## config.mk

```make
export PLATFORM = sky130hd
export DESIGN_NAME = muldiv_unit
export DESIGN_NICKNAME = d
export VERILOG_FILES = /design/src/rtl/muldiv_unit.sv
export SDC_FILE = /design/constraint.sdc
export NUM_CORES = 1
export LEC_CHECK = 0
export ABC_AREA = 1
export CORE_MARGIN = 4
export CORE_UTILIZATION = 28
export DETAILED_ROUTE_END_ITERATION = 12
export PLACE_DENSITY = 0.45
export SETUP_SLACK_MARGIN = 0.3
export SYNTH_ARGS = -nofsm -noshare
export SYNTH_HDL_FRONTEND = slang
export SYNTH_SLANG_ARGS = --single-unit
```

## constraint.sdc

```tcl
create_clock -name clk -period 2.6 [get_ports clk]
set_input_delay 0.65 -clock clk [delete_from_list [all_inputs] [get_ports clk]]
set_output_delay 0.65 -clock clk [all_outputs]
set_load 0.05 [all_outputs]
```

## src/rtl/muldiv_unit.sv

```systemverilog
// muldiv_unit: iterative multiply/divide unit with architectural HI/LO.
// Radix-2 shift-add multiply and restoring divide on operand magnitudes,
// followed by one sign-fix cycle that commits HI/LO. MTHI/MTLO write in
// a single edge. A stall request holds the pipeline while work is in flight.
module muldiv_unit #(
    parameter int WIDTH = 32,
    parameter int CNT_W = $clog2(WIDTH) + 1
) (
    input  logic             clk,
    input  logic             rst,
    input  logic             start,
    input  logic [2:0]       op,
    input  logic [WIDTH-1:0] a,
    input  logic [WIDTH-1:0] b,
    input  logic             flush,
    input  logic             rd_req,
    output logic             busy,
    output logic             stall,
    output logic             done,
    output logic [WIDTH-1:0] hi,
    output logic [WIDTH-1:0] lo
);

    typedef enum logic [1:0] {
        IDLE = 2'd0,
        ITER = 2'd1,
        FIX  = 2'd2
    } state_t;

    localparam logic [2:0] OP_MTHI = 3'b100;
    localparam logic [2:0] OP_MTLO = 3'b101;

    state_t             state;
    state_t             state_next;
    logic [CNT_W-1:0]   cnt;
    // Multiply: {partial product, remaining multiplier bits}.
    // Divide: low half shifts dividend bits out and quotient bits in.
    logic [2*WIDTH-1:0] acc;
    logic [WIDTH-1:0]   rem;       // partial remainder between iterations
    logic [WIDTH-1:0]   opnd;      // |multiplicand| or |divisor|
    logic [WIDTH-1:0]   a_raw;     // original dividend for divide-by-zero
    logic               is_div;
    logic               neg_res;   // product / quotient needs negation
    logic               neg_rem;   // remainder takes dividend's sign
    logic               div_zero;

    // Issue decode and operand magnitudes
    logic               accept;
    logic               is_signed_op;
    logic [WIDTH-1:0]   a_abs;
    logic [WIDTH-1:0]   b_abs;

    // One iteration of each algorithm
    logic [WIDTH:0]     mul_sum;
    logic [WIDTH:0]     div_shift;  // WIDTH+1-bit trial partial remainder
    logic [WIDTH-1:0]   div_diff;
    logic               div_ge;

    // Sign-corrected results for the FIX commit
    logic [2*WIDTH-1:0] prod_fix;
    logic [WIDTH-1:0]   quo_fix;
    logic [WIDTH-1:0]   rem_fix;
    logic [WIDTH-1:0]   fix_hi;
    logic [WIDTH-1:0]   fix_lo;

    assign accept       = (state == IDLE) && start && !flush;
    assign is_signed_op = ~op[0];
    // Negating -2^(WIDTH-1) leaves the same bit pattern, read as unsigned 2^(WIDTH-1).
    assign a_abs        = (is_signed_op && a[WIDTH-1]) ? -a : a;
    assign b_abs        = (is_signed_op && b[WIDTH-1]) ? -b : b;

    assign mul_sum   = {1'b0, acc[2*WIDTH-1:WIDTH]} + (acc[0] ? {1'b0, opnd} : '0);
    assign div_shift = {rem, acc[WIDTH-1]};
    assign div_ge    = (div_shift >= {1'b0, opnd});
    assign div_diff  = div_shift[WIDTH-1:0] - opnd;

    assign prod_fix = neg_res ? -acc : acc;
    assign quo_fix  = neg_res ? -acc[WIDTH-1:0] : acc[WIDTH-1:0];
    assign rem_fix  = neg_rem ? -rem : rem;

    assign stall = busy & (rd_req | start);

    // Result selection for the commit edge, including divide-by-zero override
    always_comb begin
        // NOTE: every output of a combinational block gets a default first so no latch is inferred.
        fix_hi = prod_fix[2*WIDTH-1:WIDTH];
        fix_lo = prod_fix[WIDTH-1:0];
        if (is_div) begin
            if (div_zero) begin
                fix_hi = a_raw;
                fix_lo = '1;
            end else begin
                fix_hi = rem_fix;
                fix_lo = quo_fix;
            end
        end
    end

    // Next-state logic: WIDTH iterations, one fix cycle, flush returns to IDLE
    always_comb begin
        state_next = state;
        case (state)
            IDLE: if (accept && !op[2]) state_next = ITER;
            ITER: begin
                if (flush)                            state_next = IDLE;
                else if (cnt == CNT_W'(WIDTH - 1))    state_next = FIX;
            end
            FIX:     state_next = IDLE;
            default: state_next = IDLE;
        endcase
    end

    // State register plus registered busy/done flags
    always_ff @(posedge clk or negedge rst) begin
        if (!rst) begin
            state <= IDLE;
            busy  <= 1'b0;
            done  <= 1'b0;
        end else begin
            // NOTE: sequential state uses non-blocking assignment so every flop samples pre-edge values.
            state <= state_next;
            busy  <= (state_next != IDLE);
            done  <= (state == FIX) && !flush;
        end
    end

    // Datapath: operand capture, iteration steps, HI/LO commit and MTHI/MTLO
    always_ff @(posedge clk or negedge rst) begin
        if (!rst) begin
            cnt      <= '0;
            acc      <= '0;
            rem      <= '0;
            opnd     <= '0;
            a_raw    <= '0;
            is_div   <= 1'b0;
            neg_res  <= 1'b0;
            neg_rem  <= 1'b0;
            div_zero <= 1'b0;
            hi       <= '0;
            lo       <= '0;
        end else begin
            case (state)
                IDLE: begin
                    if (accept) begin
                        if (!op[2]) begin
                            cnt      <= '0;
                            rem      <= '0;
                            is_div   <= op[1];
                            acc      <= {{WIDTH{1'b0}}, (op[1] ? a_abs : b_abs)};
                            opnd     <= op[1] ? b_abs : a_abs;
                            a_raw    <= a;
                            neg_res  <= is_signed_op && (a[WIDTH-1] ^ b[WIDTH-1]);
                            neg_rem  <= is_signed_op && a[WIDTH-1];
                            div_zero <= op[1] && (b == '0);
                        end else if (op == OP_MTHI) begin
                            hi <= a;
                        end else if (op == OP_MTLO) begin
                            lo <= a;
                        end
                    end
                end
                ITER: begin
                    if (!flush) begin
                        cnt <= cnt + CNT_W'(1);
                        if (is_div) begin
                            rem              <= div_ge ? div_diff : div_shift[WIDTH-1:0];
                            acc[WIDTH-1:0]   <= {acc[WIDTH-2:0], div_ge};
                        end else begin
                            acc <= {mul_sum, acc[WIDTH-1:1]};
                        end
                    end
                end
                FIX: begin
                    if (!flush) begin
                        hi <= fix_hi;
                        lo <= fix_lo;
                    end
                end
                default: ;
            endcase
        end
    end

endmodule

```

==> reports/results.tsv, run 1 <==
stage	metric	value	unit
critical_path	r2r setup slk	-0.1	ns
floorplanning	row cnt	98	
critical_path	slowest CP cell	dfrtp_2	
clock_network	TritonCTS clock tree	done	
critical_path	Cell Chain, Critical Path	buf_12, nand2_4, inv_4, ha_4, a21oi_4, buf_6, o211ai_1, nand2_1, nand2_2, buf_6, nand3_2, nand2_2, nand2_1, nand2_1, o22ai_1	
sta	max-slew violations	0	
floorplanning	die area	76520	µm²
run_status	failing checks	negative setup slack	
critical_path	crit-path max cell delay	0.54	ns
job	Max Cap Viol	0	
detailed_routing	DR WL/cell	22.36	µm
clock_network	CTS H-tree lvls	1	
layout	final instance area	30640	µm²
synthesis	asr flop ratio synth	100.0	%
layout	layout cells sized above 1	28.79	%
critical_path	peak fanout along the critical path	6	
synthesis	synthesized flop and latch total	238	
layout	most frequent cells in the layout	693 x nand2_1, 478 x buf_4, 453 x nor2_1	
sta	worst slew pin tran	0.5835	ns
floorplanning	# IOs	139	
synthesis	syn_area_per_cell	6.231	µm²
synthesis	Primary FF master, synth	dfrtp_1	
layout	fin nets	3983	
layout	commonest non-fill, non-tap cell in the layout	nand2_1	
placed_design	DPL Wire Length	86520	µm
clock_network	clock buffer count from CTS	30	
sta	minimum clock period	2.697	ns
synthesis	register area share after synthesis	29.48	%
pwr	Sw Pwr	0.01076	W
global_routing	gr ovfl total	0	
min_path	worst hold endpoint	state[1]	
detailed_routing	DR vias	25010	
placed_design	Cell Area, Placed	26360	µm²
critical_path	Worst Path Arrival	3.16	ns
sta	final worst-path cycle share	103.7	%
global_routing	largest net degree at the start of global routing	71	
pwr	pwr dens	744.0	nW/µm²
placed_design	IO buf count	138	
pwr	Max IR drop VDD	0.0006018	V
pwr	Clock power frac	20.4	%
global_routing	initial antenna violation count	1	
detailed_routing	DR iter-0 viols	2325	
detailed_routing	1st-pass router iterations	7	
floorplanning	chip width	276.6	µm
synthesis	Yosys cell types	48	
pwr	Leak	14.56	nW
critical_path	reg2reg end	acc[62]	
floorplanning	Die Span Y	276.6	µm
critical_path	Setup crit end kind	register	
layout	fill count	7582	
global_routing	first-pass GRT wire length	155400	µm
layout	flip-flop and latch area	5971	µm²
synthesis	Post-Syn Instances	3243	
synthesis	Post-synth EDFFs	0	
pwr	Switching Share	47.18	%
sta	setup TNS	-0.2564	ns
layout	Antenna Cells	0	
sta	clock skew	0.04546	ns
synthesis	syn_nets	3386	
sta	upper clock frequency limit	370.8	MHz
floorplanning	Initial Utilization	28.27	%
pwr	combinational power share	55.6	%
layout	Layout area overhead	51.64	%
synthesis	Cell Area, Synth	20210	µm²
critical_path	Startpoint Class	register	
detailed_routing	Final ANT Viol Nets	0	
sta	WHS	0.4396	ns
placed_design	final RePlAce weighted congestion	0.9681	
clock_network	worst skew pair latency	0.63	ns
min_path	worst min-delay path class	register to register	
sta	Hold Vio Cnt, Final	0	
min_path	Hold Path Cell Cnt	1	
clock_network	clock sinks	238	
min_path	min-delay src	cnt[5]	
detailed_routing	DRC Markers	0	
run_status	outcome	complete, but fails checks	
critical_path	WP data required	3.07	ns
pwr	Seq pwr share	24.0	%
layout	area of the multi-input gates	15050	µm²
global_routing	Tot GR Track Use	26.63	%
synthesis	Syn. warnings	0	
sta	setup ws final	-0.09684	ns
critical_path	reg-to-reg startpoint	acc[0]	
clock_network	clk slew on worst S/H paths	0.06	ns
detailed_routing	Avg Vias per Cell	5.196	
sta	Final setup viols	4	
detailed_routing	WL final	107600	µm
critical_path	most frequent CP cell	nand2_1	
global_routing	number of global-route vias before repair	23730	
clock_network	Clock Path Buffers	3	
clock_network	CTS root buf	clkbuf_16	
critical_path	kind of critical path	register to register	
sta	RSZ-0062 raised after global routing	yes	
pwr	internal power	0.01204	W
floorplanning	total core area	71490	µm²
critical_path	reg2reg path depth	15	
sta	Worst slew margin	61.26	%
-- cell usage after synthesis, types with 7 or more instances --
| library cell | count | area share (%) |
|---|---|---|
| xor2_1 | 39 | 1.7 |
| a221oi_1 | 31 | 1.3 |
| inv_2 | 9 | 0.17 |
| o211ai_1 | 39 | 1.4 |
| ha_1 | 69 | 4.3 |
| nor3_1 | 35 | 0.87 |
| nor2_1 | 509 | 9.5 |
| nor2_2 | 7 | 0.22 |
| a31oi_1 | 9 | 0.28 |
| a21oi_1 | 232 | 5.7 |
| o21ai_1 | 17 | 0.42 |
| inv_1 | 316 | 5.9 |
| nand3b_1 | 8 | 0.30 |
| a22oi_1 | 23 | 0.85 |
| o21ai_0 | 254 | 6.3 |
| o221ai_1 | 12 | 0.52 |
| o22ai_1 | 11 | 0.34 |
| nand2_1 | 830 | 15 |
| buf_1 | 15 | 0.28 |
| xnor2_1 | 27 | 1.2 |
| dfrtp_1 | 238 | 29 |
| clkbuf_1 | 69 | 1.3 |
| o21a_1 | 7 | 0.26 |
| buf_2 | 28 | 0.69 |
| nand4_1 | 43 | 1.3 |
| nand3_1 | 305 | 7.6 |
-- sequential cells by signal (all words and copies together) (netlist names), 2 cells and up --
name / cells
a_raw: 32
acc: 64
cnt: 6
hi: 32
lo: 32
opnd: 32
rem: 32
state: 2
-- worst max-delay path by stage --
stage | from | end
after CTS | acc[0] | acc[56]
after detailed placement | a[1] | acc[26]
after global placement | a[0] | acc[22]
final | acc[0] | acc[62]
after global routing | acc[0] | acc[62]
after floorplan | acc[0] | acc[52]
-- power by group through the flow --
stage | Combinational [W] | Sequential [W] | Clock (W)
after floorplan | 0.00456 | 0.00648 | 0
after global placement | 0.0108 | 0.00549 | 0
after detailed placement | 0.0108 | 0.00548 | 0
after CTS | 0.0114 | 0.00545 | 0.00476
after global routing | 0.0135 | 0.00557 | 0.00487
final | 0.0127 | 0.00547 | 0.00465
-- critical path: cells and delay by family, from the launching register on --
kind                     cells  cell delay [ns]
AND/OR/NAND/NOR              7             0.64
adder cells (fa/ha/maj)      1             0.28
buffers and inverters        4             0.47
flip-flops                   1             0.54
AO/OA/AOI/OAI                3             0.60
-- layer usage --
metal  track usage, %  wire [µm]
met2            41.90      47810
met4            9.928       4860
met1            37.05      48030
met5                0         11
met3            4.013       6891
-- cells by family after synthesis --
| kind of cell | synth area share (%) |
|---|---|
| AOI/OAI and AO/OA | 18.41 |
| adders and majority gates | 4.471 |
| DFF | 29.48 |
| and+or+nand+nor | 36.10 |
| buffers and inverters | 8.682 |
| xor gates and xnor gates | 2.861 |
-- cell type report --
cell class / instances / area share [%]
clock buffer: 46 / 2.940
tap: 950 / 3.879
clock inverter: 9 / 0.5758
multi-input combinational: 2557 / 49.12
inverter: 329 / 4.088
timing repair buffer: 684 / 19.91
sequential: 238 / 19.49
-- through the flow --
stage | setup slack (ns) | std cells | power, W | util, %
after floorplan | 0.3293 | 3243 | 0.01104 | -
final | -0.09684 | 4813 | 0.02280 | 42.86
after detailed placement | -0.3630 | 4708 | 0.01626 | 36.87
after CTS | -0.006303 | 4788 | 0.02164 | 40.48
after global routing | -0.1732 | 4813 | 0.02395 | 42.86
after global placement | -0.3410 | 4708 | 0.01628 | 36.87
-- timing repair --
item,CTS,global route
cloned,6,1
setup buffers,18,24
pin swaps,27,125
endpoints found under the setup margin,175,118
gates resized for setup,382,376
hold buffers,1,0
endpoints found under the hold margin,31,0
Note: power is estimated with default switching activity, not from simulation.
==> run 2: changes to the inputs <==
--- a/config.mk
+++ b/config.mk
@@ -8,7 +8,9 @@
 export ABC_AREA = 1
 export CORE_MARGIN = 4
 export CORE_UTILIZATION = 28
+export CTS_BUF_LIST = sky130_fd_sc_hd__clkbuf_8
 export DETAILED_ROUTE_END_ITERATION = 12
+export HOLD_SLACK_MARGIN = 0.06
 export PLACE_DENSITY = 0.45
 export SETUP_SLACK_MARGIN = 0.3
 export SYNTH_ARGS = -nofsm -noshare
==> run 2 against run 1 <==
Net effect:
- power shrank 3.9%
- non-clock buffer count stayed put
- the flow still finishes with violations (negative setup slack)
- largest power group unchanged
- sequential cell count did not move
- critical path type unchanged
- hold slack improved by 0.00097 ns
==> reports/results.tsv, run 2 (synthesis results as in run 1) <==
stage	metric	value	unit	change
clock_network	Clock Path Buffers	3		unchanged
layout	final core utilization	42.81	%	-0.051 points
detailed_routing	DR WL/cell	22.35	µm	about the same
placed_design	IO buf count	138		unchanged
sta	minimum clock period	2.684	ns	-0.01254 ns
job	Max Cap Viol	0		unchanged
layout	largest reg by FF count	acc		
detailed_routing	met2 WL post-DR	47740	µm	-0.14%
floorplanning	row cnt	98		unchanged
detailed_routing	DR iter-0 viols	2288		-1.6%
pwr	Max IR drop VDD	0.0005444	V	-9.5%
global_routing	number of global-route vias before repair	23770		+0.19%
detailed_routing	DR vias	25000		-0.016%
critical_path	peak fanout along the critical path	6		unchanged
sta	Final setup viols	4		unchanged
global_routing	first-pass GRT wire length	154400	µm	-0.68%
sta	worst slew pin tran	0.5747	ns	-0.008811 ns
layout	commonest non-fill, non-tap cell in the layout	nand2_1		
pwr	Seq pwr share	25.0	%	+1.0 points
detailed_routing	top sig layer	met5		
pwr	combinational power share	56.4	%	+0.8 points
layout	Layout area overhead	51.46	%	
critical_path	Worst Path Arrival	3.20	ns	+0.04 ns
sta	RSZ-0062 raised after global routing	yes		
critical_path	Setup crit end kind	register		
clock_network	clk slew on worst S/H paths	0.06	ns	about the same
sta	Worst slew margin	61.52	%	+0.26 points
detailed_routing	1st-pass router iterations	7		unchanged
global_routing	largest net degree at the start of global routing	71		unchanged
floorplanning	Initial Utilization	28.27	%	unchanged
clock_network	TritonCTS clock tree	done		
clock_network	clock buffer count from CTS	48		+60%
placed_design	DPL Wire Length	86520	µm	unchanged
placed_design	final RePlAce weighted congestion	0.9681		unchanged
global_routing	Tot GR Track Use	26.48	%	-0.15 points
floorplanning	# IOs	139		unchanged
critical_path	reg-to-reg startpoint	acc[0]		
layout	max FFs per register	64		unchanged
sta	upper clock frequency limit	372.5	MHz	+0.47%
sta	final worst-path cycle share	103.2	%	-0.48 points
detailed_routing	Avg Vias per Cell	5.162		-0.66%
sta	setup TNS	-0.2330	ns	+0.02339 ns
pwr	Leak	14.73	nW	+1.2%
critical_path	kind of critical path	register to register		
min_path	worst min-delay path class	register to register		
pwr	internal power	0.01124	W	-6.7%
detailed_routing	DRC Markers	0		unchanged
global_routing	gr ovfl total	0		unchanged
floorplanning	chip width	276.6	µm	unchanged
floorplanning	total core area	71490	µm²	unchanged
detailed_routing	M1 WL	48360	µm	+0.68%
clock_network	worst skew pair latency	0.67	ns	+0.04 ns
sta	Hold Vio Cnt, Final	0		unchanged
detailed_routing	Final ANT Viol Nets	0		unchanged
sta	max-slew violations	0		unchanged
global_routing	initial antenna violation count	2		+1
layout	most frequent cells in the layout	713 x nand2_1, 479 x buf_4, 456 x nor2_1		
min_path	min-delay src	cnt[5]		
pwr	Sw Pwr	0.01068	W	-0.73%
critical_path	WP data required	3.11	ns	+0.04 ns
detailed_routing	WL final	108300	µm	+0.63%
critical_path	Startpoint Class	register		
pwr	pwr dens	716.1	nW/µm²	-3.7%
run_status	outcome	complete, but fails checks		
sta	setup ws final	-0.08430	ns	+0.01254 ns
clock_network	clock sinks	238		unchanged
critical_path	CP startpoint	acc[0]		
layout	fin nets	4001		+0.45%
pwr	Clock power frac	18.6	%	-1.8 points
floorplanning	Die Span Y	276.6	µm	unchanged
clock_network	CTS H-tree lvls	2		+1
layout	layout cells sized above 1	29.22	%	+0.44 points
pwr	Switching Share	48.72	%	+1.5 points
clock_network	CTS root buf	clkbuf_8		
floorplanning	die area	76520	µm²	unchanged
sta	clock skew	0.04184	ns	-0.003619 ns
detailed_routing	DR WL met3	7403	µm	+7.4%
run_status	failing checks	negative setup slack		
run 2: stage by stage:
stage | setup WS [ns] | instance area [µm²] | hold WS, ns | std cells | total power [W]
floorplan | 0.3293 | 20210 | 0.3544 | 3243 | 0.01104
global placement | -0.3410 | 26360 | 0.4295 | 4708 | 0.01628
detailed placement | -0.3630 | 26360 | 0.4292 | 4708 | 0.01626
CTS | 0.03967 | 28240 | 0.4440 | 4800 | 0.02075
global route | -0.2386 | 30600 | 0.4760 | 4843 | 0.02311
finish | -0.08430 | 30600 | 0.4406 | 4844 | 0.02192
run 2: power by group through the flow:
stage | clock (W) | combinational (W) | sequential [W]
global placement | 0 | 0.0108 | 0.00549
global route | 0.00432 | 0.0132 | 0.00557
detailed placement | 0 | 0.0108 | 0.00548
floorplan | 0 | 0.00456 | 0.00648
finish | 0.00407 | 0.0124 | 0.00547
CTS | 0.00416 | 0.0111 | 0.00545
run 2: final timing paths:
check	endpoint	slack, ns	cells after the start
setup / recovery	acc[62]	-0.08	15
hold / removal	state[1]	0.44	1
setup reg to reg	acc[62]	-0.08	15
hold reg to reg	state[1]	0.44	1
max in group asynchronous	acc[59]	1.30	4
min in group asynchronous	a_raw[10]	0.51	2
run 2: worst max-delay path, cell delays in order, from the launching register on:
cell       delay, ns
dfrtp_2         0.53
clkbuf_16       0.22
nand2_4         0.06
inv_4           0.03
ha_4            0.27
a21oi_4         0.05
buf_6           0.10
o211ai_1        0.48
nand2_1         0.14
nand2_2         0.13
buf_6           0.11
nand3_2         0.06
nand2_2         0.13
nand2_1         0.06
nand2_1         0.06
o22ai_1         0.07
run 2: area by class of cell:
cell class                 instances  area (µm²)
fill                            7624       40880
clock inverter                    28       197.7
inverter                         329        1257
antenna                            3       7.507
clock buffer                      55       757.0
timing repair buffer             684        6098
multi-input combinational       2557       15130
tap                              950        1189
sequential                       238        5971
run 2: what timing repair did:
action | CTS | global route
endpoints found under the hold margin | 31 | 0
setup buffers | 8 | 29
hold buffers | 1 | 0
cloned | 0 | 12
endpoints found under the setup margin | 172 | 117
pin swaps | 10 | 122
gates resized for setup | 312 | 464
run 2: per-layer routing:
| metal | track usage [%] | vias to the layer above |
|---|---|---|
| met3 | 4.519 | 154 |
| met2 | 41.59 | 918 |
| li1 | - | 12020 |
| met1 | 36.29 | 11910 |
| met5 | 0 | - |
| met4 | 10.57 | 2 |
